`src/rtl/coms_pkg.sv`:
```
// rtl/coms_pkg.sv - frame constants, offsets and state types shared by the multi-channel frame engine
package coms_pkg;
    localparam logic [31:0] MAGIC_STATUS_REQ     = 32'h1CE1_CEBB;
    localparam logic [31:0] MAGIC_SETPOINT       = 32'hD0D0_D0D0;
    localparam logic [31:0] MAGIC_CONTROL        = 32'hBAAD_A555;
    localparam logic [31:0] MAGIC_STATUS         = 32'h1CEB_00DA;
    localparam logic [7:0]  DEFAULT_BROADCAST_ID = 8'hFF;
    localparam logic [15:0] CRC_POLY             = 16'h8005;
    localparam logic [15:0] CRC_INIT             = 16'hFFFF;

    localparam int RX_BUF_LEN    = 13;
    localparam int REPLY_HDR_LEN = 4;
    localparam int REPLY_CRC_IDX = 17;
    localparam int REPLY_LEN     = 19;

    // receive offsets count from the ID byte (first byte after the magic)
    localparam int OFS_ID          = 0;
    localparam int OFS_SP_SETPOINT = 1;
    localparam int OFS_CTRL_MODE   = 1;
    localparam int OFS_CTRL_KP     = 2;
    localparam int OFS_CTRL_KI     = 4;
    localparam int OFS_CTRL_KD     = 6;
    localparam int OFS_CTRL_SP     = 8;

    typedef enum logic [2:0] {
        ST_IDLE, ST_RECV, ST_CHECK, ST_SNAPSHOT, ST_TURNAROUND, ST_SEND
    } state_t;

    typedef enum logic [1:0] {
        FT_STATUS_REQ, FT_SETPOINT, FT_CONTROL
    } frame_t;

    function automatic logic [3:0] payload_len(input frame_t t);
        case (t)
            FT_STATUS_REQ: return 4'd1;
            FT_SETPOINT:   return 4'd4;
            default:       return 4'd11;
        endcase
    endfunction
endpackage

```
`src/rtl/coms_crc16.sv`:
```
// rtl/coms_crc16.sv - one-byte combinational step of CRC-16 (0x8005), MSB first
module coms_crc16
    import coms_pkg::*;
(
    input  logic [7:0]  data,
    input  logic [15:0] crc_in,
    output logic [15:0] crc_out
);
    logic [15:0] c;

    always_comb begin
        c = crc_in;
        for (int i = 7; i >= 0; i--) begin
            if (c[15] ^ data[i])
                c = {c[14:0], 1'b0} ^ CRC_POLY;
            else
                c = {c[14:0], 1'b0};
        end
        crc_out = c;
    end
endmodule

```
`src/rtl/coms_multi.sv`:
```
// rtl/coms_multi.sv - half-duplex byte-stream frame engine serving NUM_MOTORS register banks
module coms_multi
    import coms_pkg::*;
#(
    parameter int         NUM_MOTORS        = 4,
    parameter logic [7:0] BASE_ID           = 8'h80,
    parameter logic [7:0] BROADCAST_ID      = DEFAULT_BROADCAST_ID,
    parameter int         TIMEOUT_CYCLES    = 50000,
    parameter int         TURNAROUND_CYCLES = 16
) (
    input  logic                       CLK,
    input  logic                       reset_n,
    input  logic                       rx_valid,
    input  logic [7:0]                 rx_data,
    output logic                       tx_valid,
    input  logic                       tx_ready,
    output logic [7:0]                 tx_data,
    output logic                       driver_enable,
    input  logic [24*NUM_MOTORS-1:0]   position,
    input  logic [24*NUM_MOTORS-1:0]   duty,
    input  logic [16*NUM_MOTORS-1:0]   current,
    output logic [24*NUM_MOTORS-1:0]   setpoint,
    output logic [8*NUM_MOTORS-1:0]    control_mode,
    output logic [16*NUM_MOTORS-1:0]   Kp,
    output logic [16*NUM_MOTORS-1:0]   Ki,
    output logic [16*NUM_MOTORS-1:0]   Kd,
    output logic [15:0]                crc_err_count,
    output logic [15:0]                timeout_count,
    output logic                       LED
);
    state_t      state, state_next;
    frame_t      ftype, magic_type;
    logic [23:0] shift_reg;
    logic [31:0] shift_next;
    logic        magic_hit;
    logic [3:0]  rx_cnt, plen, last_idx;
    logic [7:0]  rx_buf [RX_BUF_LEN];
    logic [15:0] rx_crc, rx_crc_next;
    logic [31:0] to_cnt;
    logic [15:0] ta_cnt;
    logic [7:0]  tx_buf [REPLY_CRC_IDX];
    logic [4:0]  tx_idx;
    logic [7:0]  tx_byte;
    logic [15:0] tx_crc, tx_crc_next;
    logic        led_r;

    logic [23:0] sp_r   [NUM_MOTORS];
    logic [7:0]  mode_r [NUM_MOTORS];
    logic [15:0] kp_r   [NUM_MOTORS];
    logic [15:0] ki_r   [NUM_MOTORS];
    logic [15:0] kd_r   [NUM_MOTORS];

    logic [8:0]  id_off;
    logic [3:0]  ch;
    logic        in_range, is_bcast, ch_hit, crc_ok, to_hit, accepted;
    logic [23:0] snap_pos, snap_sp, snap_duty;
    logic [15:0] snap_cur;
    logic [7:0]  snap_mode;

    coms_crc16 u_rx_crc (.data(rx_data), .crc_in(rx_crc), .crc_out(rx_crc_next));
    coms_crc16 u_tx_crc (.data(tx_byte), .crc_in(tx_crc), .crc_out(tx_crc_next));

    always_comb begin
        shift_next = {shift_reg, rx_data};
        magic_hit  = 1'b1;
        magic_type = FT_STATUS_REQ;
        case (shift_next)
            MAGIC_STATUS_REQ: magic_type = FT_STATUS_REQ;
            MAGIC_SETPOINT:   magic_type = FT_SETPOINT;
            MAGIC_CONTROL:    magic_type = FT_CONTROL;
            default:          magic_hit  = 1'b0;
        endcase
    end

    always_comb begin
        plen     = payload_len(ftype);
        last_idx = plen + 4'd1;
        id_off   = {1'b0, rx_buf[OFS_ID]} - {1'b0, BASE_ID};
        in_range = !id_off[8] && (id_off < 9'(NUM_MOTORS));
        ch       = id_off[3:0];
        is_bcast = (rx_buf[OFS_ID] == BROADCAST_ID);
        ch_hit   = in_range && !is_bcast;
        crc_ok   = (rx_crc == {rx_buf[plen], rx_buf[last_idx]});
        to_hit   = (to_cnt == 32'(TIMEOUT_CYCLES - 1));
        accepted = crc_ok && (ch_hit || (ftype == FT_SETPOINT && is_bcast));
    end

    always_comb begin
        snap_pos  = '0;
        snap_sp   = '0;
        snap_duty = '0;
        snap_cur  = '0;
        snap_mode = '0;
        for (int i = 0; i < NUM_MOTORS; i++) begin
            if (ch == i[3:0]) begin
                snap_pos  = position[24*i +: 24];
                snap_duty = duty[24*i +: 24];
                snap_cur  = current[16*i +: 16];
                snap_sp   = sp_r[i];
                snap_mode = mode_r[i];
            end
        end
    end

    always_comb begin
        if (tx_idx == 5'(REPLY_CRC_IDX))
            tx_byte = tx_crc[15:8];
        else if (tx_idx == 5'(REPLY_CRC_IDX + 1))
            tx_byte = tx_crc[7:0];
        else
            tx_byte = tx_buf[tx_idx];
    end

    always_ff @(posedge CLK or negedge reset_n) begin
        if (!reset_n) state <= ST_IDLE;
        else          state <= state_next;
    end

    always_comb begin
        state_next = state;
        case (state)
            ST_IDLE:       if (rx_valid && magic_hit) state_next = ST_RECV;
            ST_RECV: begin
                if (rx_valid && rx_cnt == last_idx) state_next = ST_CHECK;
                else if (!rx_valid && to_hit)       state_next = ST_IDLE;
            end
            ST_CHECK:      state_next = (crc_ok && ch_hit && ftype == FT_STATUS_REQ) ? ST_SNAPSHOT : ST_IDLE;
            ST_SNAPSHOT:   state_next = ST_TURNAROUND;
            ST_TURNAROUND: if (ta_cnt == 16'(TURNAROUND_CYCLES - 1)) state_next = ST_SEND;
            ST_SEND:       if (tx_ready && tx_idx == 5'(REPLY_LEN - 1)) state_next = ST_IDLE;
            default:       state_next = ST_IDLE;
        endcase
    end

    always_ff @(posedge CLK or negedge reset_n) begin
        if (!reset_n) begin
            ftype         <= FT_STATUS_REQ;
            shift_reg     <= '0;
            rx_cnt        <= '0;
            rx_crc        <= '0;
            to_cnt        <= '0;
            ta_cnt        <= '0;
            tx_idx        <= '0;
            tx_crc        <= '0;
            led_r         <= 1'b0;
            crc_err_count <= '0;
            timeout_count <= '0;
            for (int i = 0; i < RX_BUF_LEN; i++)    rx_buf[i] <= '0;
            for (int i = 0; i < REPLY_CRC_IDX; i++) tx_buf[i] <= '0;
            for (int i = 0; i < NUM_MOTORS; i++) begin
                sp_r[i]   <= '0;
                mode_r[i] <= '0;
                kp_r[i]   <= 16'd10;
                ki_r[i]   <= '0;
                kd_r[i]   <= '0;
            end
        end else begin
            led_r <= 1'b0;
            case (state)
                ST_IDLE: begin
                    if (rx_valid) begin
                        if (magic_hit) begin
                            // cleared so the tail of this magic cannot re-match on the next frame
                            shift_reg <= '0;
                            ftype     <= magic_type;
                            rx_cnt    <= '0;
                            rx_crc    <= CRC_INIT;
                            to_cnt    <= '0;
                        end else begin
                            shift_reg <= shift_next[23:0];
                        end
                    end
                end
                ST_RECV: begin
                    if (rx_valid) begin
                        rx_buf[rx_cnt] <= rx_data;
                        rx_cnt         <= rx_cnt + 4'd1;
                        to_cnt         <= '0;
                        if (rx_cnt < plen) rx_crc <= rx_crc_next;
                    end else begin
                        to_cnt <= to_cnt + 32'd1;
                        if (to_hit && timeout_count != 16'hFFFF)
                            timeout_count <= timeout_count + 16'd1;
                    end
                end
                ST_CHECK: begin
                    if (!crc_ok) begin
                        if (crc_err_count != 16'hFFFF) crc_err_count <= crc_err_count + 16'd1;
                    end else begin
                        for (int i = 0; i < NUM_MOTORS; i++) begin
                            if (ftype == FT_SETPOINT && (is_bcast || (ch_hit && ch == i[3:0])))
                                sp_r[i] <= {rx_buf[OFS_SP_SETPOINT], rx_buf[OFS_SP_SETPOINT+1],
                                            rx_buf[OFS_SP_SETPOINT+2]};
                            if (ftype == FT_CONTROL && ch_hit && ch == i[3:0]) begin
                                mode_r[i] <= rx_buf[OFS_CTRL_MODE];
                                kp_r[i]   <= {rx_buf[OFS_CTRL_KP], rx_buf[OFS_CTRL_KP+1]};
                                ki_r[i]   <= {rx_buf[OFS_CTRL_KI], rx_buf[OFS_CTRL_KI+1]};
                                kd_r[i]   <= {rx_buf[OFS_CTRL_KD], rx_buf[OFS_CTRL_KD+1]};
                                sp_r[i]   <= {rx_buf[OFS_CTRL_SP], rx_buf[OFS_CTRL_SP+1],
                                              rx_buf[OFS_CTRL_SP+2]};
                            end
                        end
                        led_r <= accepted;
                    end
                end
                ST_SNAPSHOT: begin
                    tx_buf[0]  <= MAGIC_STATUS[31:24];
                    tx_buf[1]  <= MAGIC_STATUS[23:16];
                    tx_buf[2]  <= MAGIC_STATUS[15:8];
                    tx_buf[3]  <= MAGIC_STATUS[7:0];
                    tx_buf[4]  <= rx_buf[OFS_ID];
                    tx_buf[5]  <= snap_mode;
                    tx_buf[6]  <= snap_pos[23:16];
                    tx_buf[7]  <= snap_pos[15:8];
                    tx_buf[8]  <= snap_pos[7:0];
                    tx_buf[9]  <= snap_sp[23:16];
                    tx_buf[10] <= snap_sp[15:8];
                    tx_buf[11] <= snap_sp[7:0];
                    tx_buf[12] <= snap_duty[23:16];
                    tx_buf[13] <= snap_duty[15:8];
                    tx_buf[14] <= snap_duty[7:0];
                    tx_buf[15] <= snap_cur[15:8];
                    tx_buf[16] <= snap_cur[7:0];
                    tx_crc     <= CRC_INIT;
                    tx_idx     <= '0;
                    ta_cnt     <= '0;
                end
                ST_TURNAROUND: ta_cnt <= ta_cnt + 16'd1;
                ST_SEND: begin
                    if (tx_ready) begin
                        tx_idx <= tx_idx + 5'd1;
                        if (tx_idx >= 5'(REPLY_HDR_LEN) && tx_idx < 5'(REPLY_CRC_IDX))
                            tx_crc <= tx_crc_next;
                    end
                end
                default: ;
            endcase
        end
    end

    always_comb begin
        tx_valid      = (state == ST_SEND);
        driver_enable = (state == ST_TURNAROUND) || (state == ST_SEND);
        tx_data       = (state == ST_SEND) ? tx_byte : 8'h00;
        LED           = led_r;
        setpoint      = '0;
        control_mode  = '0;
        Kp            = '0;
        Ki            = '0;
        Kd            = '0;
        for (int i = 0; i < NUM_MOTORS; i++) begin
            setpoint[24*i +: 24]   = sp_r[i];
            control_mode[8*i +: 8] = mode_r[i];
            Kp[16*i +: 16]         = kp_r[i];
            Ki[16*i +: 16]         = ki_r[i];
            Kd[16*i +: 16]         = kd_r[i];
        end
    end
endmodule

```
`config.mk`:
```
export PLATFORM = sky130hd
export DESIGN_NAME = coms_multi
export DESIGN_NICKNAME = d
export VERILOG_FILES = /design/src/rtl/coms_pkg.sv /design/src/rtl/coms_crc16.sv /design/src/rtl/coms_multi.sv
export SDC_FILE = /design/constraint.sdc
export NUM_CORES = 1
export LEC_CHECK = 0
export BUFFER_PORTS_ARGS = -buffer_cell sky130_fd_sc_hd__buf_2
export CORE_UTILIZATION = 45
export CTS_BUF_LIST = sky130_fd_sc_hd__clkbuf_4 sky130_fd_sc_hd__clkbuf_8 sky130_fd_sc_hd__clkbuf_16
export DETAILED_ROUTE_END_ITERATION = 8
export PLACE_DENSITY = 0.67
export SYNTH_ARGS = -nofsm -noshare
export SYNTH_HDL_FRONTEND = slang
export SYNTH_SLANG_ARGS = --single-unit
```
`constraint.sdc`:
```
create_clock -name CLK -period 7.37 [get_ports CLK]
set_input_delay 0 -clock CLK [delete_from_list [all_inputs] [get_ports CLK]]
set_output_delay 0 -clock CLK [all_outputs]
set_load 0.005 [all_outputs]
```
# Word-level counts from Yosys, hierarchy flattened
# Index checks and enable logic that the tools add are counted.
# totals
elab_cells	304
out_inout_bits	363
register_bits	682
inputBits	268
# classes
n_eq_ne	32
n_bitwise	38
n_lt_le_gt_ge	9
n_reduce_logical	65
add_sub_neg	8
n_mux	91
# op_table
operator	n
$mux 24	21
$mux 16	26
$mux 8	14
$bwmux 104	1
$mux 32	3
$pmux 16 s2	3
$bmux 8 s4	2
$eq 32x32->1 const B	2
$pmux 32 s2	1
$add 16x1->16 const B	3
$not 3->3	16
$bmux 8 s5	1
$reduce_and 3->1	13
$add 32x1->32 const B	1
$demux 8 s4	1
$eq 32x16->1 const B	1
$eq 32x29->1 const B	1
$ne 16x16->1 const B	2
$logic_and 1x1->1	26
$pmux 3 s6	1
$eq 16x16->1	1
$eq 16x4->1 const B	1
$pmux 4 s2	2
$xor 1x1->1	16
43 further kinds	84

# Logic depth before layout (Yosys ltp)
# Gate-level depths: netlist of run 1.
# depth
depth_word	25
mapped_depth	16
ltp_nobuf	11

# Cells and area by module
# A second synthesis of run 1 with hierarchy kept.
# unflattened
cells_unflattened	2846
hier_area_um2	33231.9
# modules_own_cells
mod	area_each_um2	n_inst	seq_area_each_um2	cells_per_inst
coms_multi	32636.3	1	17026.3	2790
coms_crc16	297.8	2	0.0	28

# Worst setup path after synthesis of run 1
# OpenSTA, ideal clock, no wires.
# synth_timing
kind	register to register
from	reg tx_idx[0]
to	reg tx_crc[1]
t_required_ps	7288
path_slack_ps	3865
setup_time_ps	82
synth_period_minus_slack_ps	3505
arrival_ps	3423
stages_incl_launch_ff	17
cell_sequence	dfrtp_1 > buf_6 > buf_12 > buf_6 > buf_4 > inv_1 > ha_1 > nand4bb_1 > clkbuf_1 > nor2_1 > a31o_2 > a21oi_1 > xnor2_2 > xor2_1 > xnor3_1 > or3_1 > a31oi_1
# synth_between
elab_chain_len	24
elab_cells_between_ends	31
# synth_lines
item	line	text
from (decl)	coms_multi.sv:42	logic [4:0] tx_idx;
from (signal assigned)	coms_multi.sv:231	tx_idx <= tx_idx + 5'd1;
$not 5->6 (implied by the code)	coms_multi.sv:111	tx_byte = tx_buf[tx_idx];
$bmux 8 s5	coms_multi.sv:111	
$mux 8 (implied by the code) (2 in series)	coms_multi.sv:111	
$mux 8	coms_multi.sv:108	else if (tx_idx == 5'(REPLY_CRC_IDX + 1))
$mux 8	coms_multi.sv:106	if (tx_idx == 5'(REPLY_CRC_IDX))
$xor 1x1->1	coms_crc16.sv:14	if (c[15] ^ data[i])
$mux 16	coms_crc16.sv:14	
$xor 1x1->1	coms_crc16.sv:14	
[6 not listed]	--	
$mux 16	coms_crc16.sv:14	
$xor 1x1->1	coms_crc16.sv:14	
$mux 16	coms_crc16.sv:14	
$xor 1x1->1	coms_crc16.sv:14	
$mux 16 (2 in series)	coms_crc16.sv:14	
$mux 16	coms_multi.sv:232	if (tx_idx >= 5'(REPLY_HDR_LEN) && tx_idx < 5'(REPLY_CRC_IDX))
$mux 16	coms_multi.sv:230	if (tx_ready) begin
$pmux 16 s2	coms_multi.sv:159	case (state)
to (signal assigned)	coms_multi.sv:233	tx_crc <= tx_crc_next;
to (decl)	coms_multi.sv:44	logic [15:0] tx_crc, tx_crc_next;
# Parallel ways exist; a longest one is shown, timed or not. The select of a mux whose other input is x is not followed.
# A chain may end at the register's enable or synchronous reset.

# Worst setup path in the final report of run 1
# Ends and elaborated chain as after synthesis.

==> flow_summary_export.csv, run 1 <==
group,metric,value,unit
run_status,status,"finished, final reports clean",
worst_setup_path,worst-path-buf-inv,1,
synth,synth-seq-cells,680,
synth,syn_inst,2898,
route,drt_wl_total,109000,um
floorplanning,core.rowCount,98,
route,viasPerCell,5.66,
finish,final_common_cell,"dfrtp_1",
floorplanning,start_util,45.7,%
pwr,leakagePower,20.5,nW
floorplanning,die_x,272,um
pwr,p_comb_share,3.6,%
grt,grt_max_degree,155,
pwr,powerDensity,197,nW/um^2
hold_path,min_path_type,"in2async",
worst_setup_path,crit_path_end_kind,"flop",
worst_setup_path,cpPeakStageDelay,0.85,ns
worst_setup_path,cp.depth,10,
finish,regMostFlops,"tx_buf",
timing,worst_pin_slew,1.17,ns
synth,yosysSeqAreaShare,51.9,%
synth,synth_fp_nets,3182,
synth,synth_area_leaders,"dfrtp_1 51%, mux2_2 13%, mux2i_1 4.9%, nand2_1 3.5%, o21ai_0 3.2%",
pwr,power.switching,1.76,mW
synth,syn_area_per_cell,11.3,um^2
route,wire_per_inst,23.9,um
route,drt_pass1_iterations,5,
timing,fin_tns_setup,0,ns
clock_network,clk_path_buf_depth,3,
floorplanning,die_area,73900,um^2
pwr,p_sw_share,22.1,%
synth,ys_types,85,
timing,max-slew-margin-rel,21.9,%
flow_run,drv_cap,0,
timing,rsz0062_at_grt,"false",
place,portBuffers,630,
clock_network,root_buffer,"clkbuf_16",
synth,netlist_area,32800,um^2
route,ant_nets,0,
grt,grtUsageTotal,29.2,%
finish,drive_gt1_share,35.1,%
clock_network,cts_tree,"yes",
synth,synth_edf_count,0,
worst_setup_path,crit_type,"reg2reg",
place,hpwl,75200,um
worst_setup_path,crit_path_frequent_cell,"a2111oi_4",
clock_network,clk_pin_slew,0.06,ns
finish,area_growth_syn_to_layout,23.5,%
worst_setup_path,path_delay_family,"XOR/XNOR gates",
clock_network,cts_num_sinks,680,
pwr,p_int,6.20,mW
worst_setup_path,worstPathArrival,4.47,ns
grt,grt_pass1_wl,165000,um
worst_setup_path,reg2reg_depth,10,
timing,min_period_over_period,53.3,%
worst_setup_path,path_cells,"buf_4 -> mux2_2 -> o22ai_1 -> a2111oi_4 -> a2111oi_4 -> xnor2_2 -> xor2_1 -> xnor3_1 -> or3_1 -> a31oi_1",
pwr,ir_drop,0.169,mV
clock_network,numCtsBuffers,75,
timing,setup_viol_count_final,0,
timing,finalCriticalPeriod,3.93,ns
grt,grt_pass1_vias,25700,
finish,num-nets-final,3833,
worst_setup_path,crit_path_max_fanout,30,
synth,ys.flop_type,"dfrtp_1",
worst_setup_path,crit_required,7.91,ns
timing,max_freq,0.254,GHz
synth,synth_largest_area_cell,"dfrtp_1",
floorplanning,design.portCount,631,
floorplanning,die_h,272,um
timing,hold_viol,0,
grt,grt_overflow,0,
finish,largest_reg_flops,105,
pwr,power,7.97,mW
clock_network,htreeDepth,3,
pwr,clkPwrFrac,49.1,%
pwr,seq_power_share,47.2,%
finish,fin_util,56.5,%
route,dr_total_vias,25800,
timing,skew,0.0269,ns
synth,yosysTopAreaCellShare,51.3,%
worst_setup_path,start_kind,"flop",
place,finalWeightedCongestion,0.910,
synth,yosys_warnings,0,
clock_network,clk_latency,0.62,ns
finish,mostFrequentLayoutCells,"669 x dfrtp_1, 629 x buf_2, 391 x mux2_2",
route,route.detailed.drc,0,
timing,maxSlewViolCount,0,
synth,async_flop_share,100,%
worst_setup_path,cpMaxStageDelayCell,"dfrtp_2",
grt,antenna_found_initial,2,
route,drtIter0Drc,2129,
floorplanning,core_area,71700,um^2
-- cell usage after synthesis, types with 28 or more instances --
cell and count:
nand3_1 58, nand2_1 308, dfrtp_1 672, xnor2_1 46, xor2_1 54, a221oi_1 85
a21oi_1 28, a22o_1 64, nand4_1 29, nor2_1 249, clkbuf_1 161, o21ai_0 211
mux2_2 391, mux2i_1 161
-- final cells by class --
cell class                      instances  area [um^2]
Fill cell                            6176        31200
Sequential cell                       680        17000
Multi-Input combinational cell       1976        14800
Timing Repair Buffer                  803         4850
Clock buffer                          114         2270
Tap cell                              950         1190
Clock inverter                         24          332
Inverter                               13         48.8
Antenna cell                            2         5.00
-- path summary, 6_finish.rpt --
check / slack, ns / start / endpoint
setup / recovery: 3.44 / tx_idx[0] / tx_crc[1]
hold reg to reg: 0.47 / tx_buf[97] / tx_buf[97]
setup reg to reg: 3.44 / tx_idx[0] / tx_crc[1]
hold / removal: 0.02 / reset_n / tx_buf[29]
min in group CLK: 0.32 / tx_ready / tx_idx[0]
max in group asynchronous: 5.90 / reset_n / setpoint[55]
-- routing by layer --
metal | wire length [um] | GRT usage, %
met5 | 0 | 0
met4 | 3280 | 9.71
met3 | 7560 | 6.52
met2 | 53100 | 48.9
met1 | 45100 | 37.5
-- cell families (layout without fill, tap and decap cells) --
family / after synthesis / count (layout) / synth area share, %
AO/OA/AOI/OAI: 478 / 478 / 9.91
XOR/XNOR: 106 / 106 / 3.06
adder cells (fa/ha/maj): 16 / 16 / 0.611
buffers and inverters: 242 / 954 / 3.27
flip-flops: 680 / 680 / 51.9
multiplexers: 576 / 576 / 20.0
other: 0 / 2 / 0
AND/OR/NAND/NOR: 800 / 800 / 11.2
-- stage by stage --
step | std cells | instance area, um^2 | setup slack (ns) | hold slack (ns)
global placement | 4283 | 36500 | 3.53 | 0.0921
floorplan | 2898 | 32800 | 3.86 | -0.296
finish | 4562 | 40500 | 3.44 | 0.0167
global route | 4562 | 40500 | 3.18 | 0.0821
CTS | 4560 | 40500 | 3.45 | 0.0327
detailed placement | 4283 | 36500 | 3.47 | 0.0884
-- power groups by stage --
stage	Clock, mW	Sequential [mW]	Combinational (mW)
floorplan	0	3.83	0.0709
global placement	0	3.83	0.254
detailed placement	0	3.83	0.255
CTS	3.99	3.76	0.291
global route	4.15	3.76	0.320
finish	3.91	3.76	0.289
-- timing repair --
action                     4_1_cts  5_1_grt
hold buffers                   139        0
setup endpoints to repair        0        0
buffers inserted                 0        0
resized for setup                0        0
hold endpoints to repair       172        0
Note: power is estimated with default switching activity, not from simulation.
==> run 2, diff against run 1 <==
PLACE_DENSITY = 0.7   (was 0.67)
clock period = 3.5 ns   (was 7.37 ns; I/O delays follow)
==> run 2 against run 1 <==
Core utilization grew 1.3 points. Via count up 1.8%. Cell count up 1.6%. Critical path type unchanged. Largest power group unchanged.
==> flow_summary_export.csv, run 2 (synthesis results as in run 1) <==
group,metric,value,unit
route,drt_wl_total,113000,um
grt,grt_pass1_vias,26100,
pwr,ir_drop,0.334,mV
worst_setup_path,start_kind,"flop",
route,ant_nets,0,
worst_setup_path,crit_path_end_kind,"flop",
place,finalWeightedCongestion,0.920,
timing,finalCriticalPeriod,3.26,ns
route,dr_total_vias,26300,
route,viasPerCell,5.67,
route,drtIter0Drc,1931,
flow_run,drv_cap,0,
worst_setup_path,crit_path_max_fanout,35,
worst_setup_path,worstPathArrival,3.79,ns
route,wire_per_inst,24.4,um
pwr,clkPwrFrac,49.9,%
pwr,powerDensity,413,nW/um^2
grt,grt_overflow,0,
timing,setup_viol_count_final,0,
clock_network,clk_path_buf_depth,3,
floorplanning,core_area,71700,um^2
pwr,p_comb_share,3.7,%
timing,maxSlewViolCount,0,
floorplanning,design.portCount,631,
worst_setup_path,crit_required,4.03,ns
pwr,p_sw_share,22.6,%
hold_path,min_path_type,"in2async",
place,portBuffers,630,
pwr,leakagePower,21.0,nW
floorplanning,die_h,272,um
timing,layout_setup_ws,0.239,ns
place,placed_cell_area,37200,um^2
finish,final_common_cell,"dfrtp_1",
clock_network,cts_tree,"yes",
timing,skew,0.0366,ns
pwr,power,17.1,mW
finish,largest_reg_flops,105,
clock_network,clk_latency,0.65,ns
finish,area_growth_syn_to_layout,26.4,%
finish,drive_gt1_share,36.5,%
clock_network,clk_pin_slew,0.06,ns
pwr,p_int,13.2,mW
grt,grt_max_degree,90,
finish,regMostFlops,"tx_buf",
pwr,seq_power_share,46.4,%
timing,fin_tns_setup,0,ns
floorplanning,die_x,272,um
clock_network,root_buffer,"clkbuf_16",
run_status,status,"finished, final reports clean",
floorplanning,core.rowCount,98,
clock_network,cts_num_sinks,680,
timing,hold_viol,0,
timing,rsz0062_at_grt,"false",
floorplanning,start_util,45.7,%
pwr,power.switching,3.87,mW
finish,mostFrequentLayoutCells,"669 x dfrtp_1, 629 x buf_2, 391 x mux2_2",
place,hpwl,79900,um
finish,final_area,41400,um^2
route,route.detailed.drc,0,
timing,min_period_over_period,93.2,%
finish,num-nets-final,3909,
grt,grt_pass1_wl,168000,um
timing,worst_pin_slew,0.969,ns
timing,max-slew-margin-rel,35.2,%
timing,max_freq,0.307,GHz
grt,antenna_found_initial,7,
worst_setup_path,crit_type,"reg2reg",
clock_network,numCtsBuffers,77,
floorplanning,die_area,73900,um^2
route,drt_pass1_iterations,5,
grt,grtUsageTotal,30.0,%
clock_network,htreeDepth,3,
place,dpl_worst_slack,0.258,ns
-- run 2: critical path, cell delays in order, from the launching register on --
cell     delay [ns]
dfrtp_1        0.37
buf_12         0.19
mux2i_1        0.19
o21ai_0        0.10
xor2_1         0.15
nor4_1         0.35
nand4_1        0.26
or3_1          0.53
or2_4          0.42
buf_12         0.21
mux2_2         0.31
-- run 2: cell type report --
| type | count | area, um^2 |
|---|---|---|
| diodes | 3 | 7.51 |
| clock buffers | 111 | 2280 |
| clock inverters | 25 | 429 |
| fillers | 6117 | 30300 |
| inverters | 13 | 48.8 |
| multi-input cells | 1976 | 14800 |
| flip-flops and latches | 680 | 17000 |
| well taps | 950 | 1190 |
| repair buffers | 877 | 5630 |
-- run 2: stage by stage --
step	hold slack (ns)	utilization, %	cells
6_report	0.0371	57.8	4635
5_1_grt	0.0806	57.8	4635
4_1_cts	0.0446	57.7	4630
3_5_place_dp	0.0935	51.9	4353
3_3_place_gp	0.0904	51.9	4353
2_1_floorplan	-0.296	-	2898
-- run 2: worst paths after layout --
path / startpoint / to / slack (ns) / cells past startpoint
max: ftype[0] / Kd[26] / 0.24 / 10
min reg2reg: tx_buf[97] / tx_buf[97] / 0.48 / 2
max reg2reg: ftype[0] / Kd[26] / 0.24 / 10
min: reset_n / tx_buf[74] / 0.04 / 2
min in group CLK: position[40] / tx_buf[80] / 0.30 / 6
max in group asynchronous: reset_n / Kd[26] / 2.56 / 3
-- run 2: repair_timing --
item,4_1_cts,5_1_grt
buffers inserted,0,3
endpoints found under the hold margin,330,0
endpoints found under the setup margin,0,29
hold buffers,141,0
gates resized for setup,0,8
-- run 2: layer usage --
layer  GRT usage (%)  vias up  wire (um)
met5               0        -         28
met4            12.1        4       4520
met3            7.28      221       8080
met2            49.9      913      54900
met1            37.6    13300      45300
li1                -    11800          -
-- run 2: power by group through the flow --
stage / clock network (mW) / logic [mW] / registers, mW
2_1_floorplan: 0 / 0.149 / 8.06
3_3_place_gp: 0 / 0.553 / 8.06
3_5_place_dp: 0 / 0.560 / 8.06
4_1_cts: 8.66 / 0.637 / 7.92
5_1_grt: 8.95 / 0.699 / 7.92
6_report: 8.54 / 0.632 / 7.92
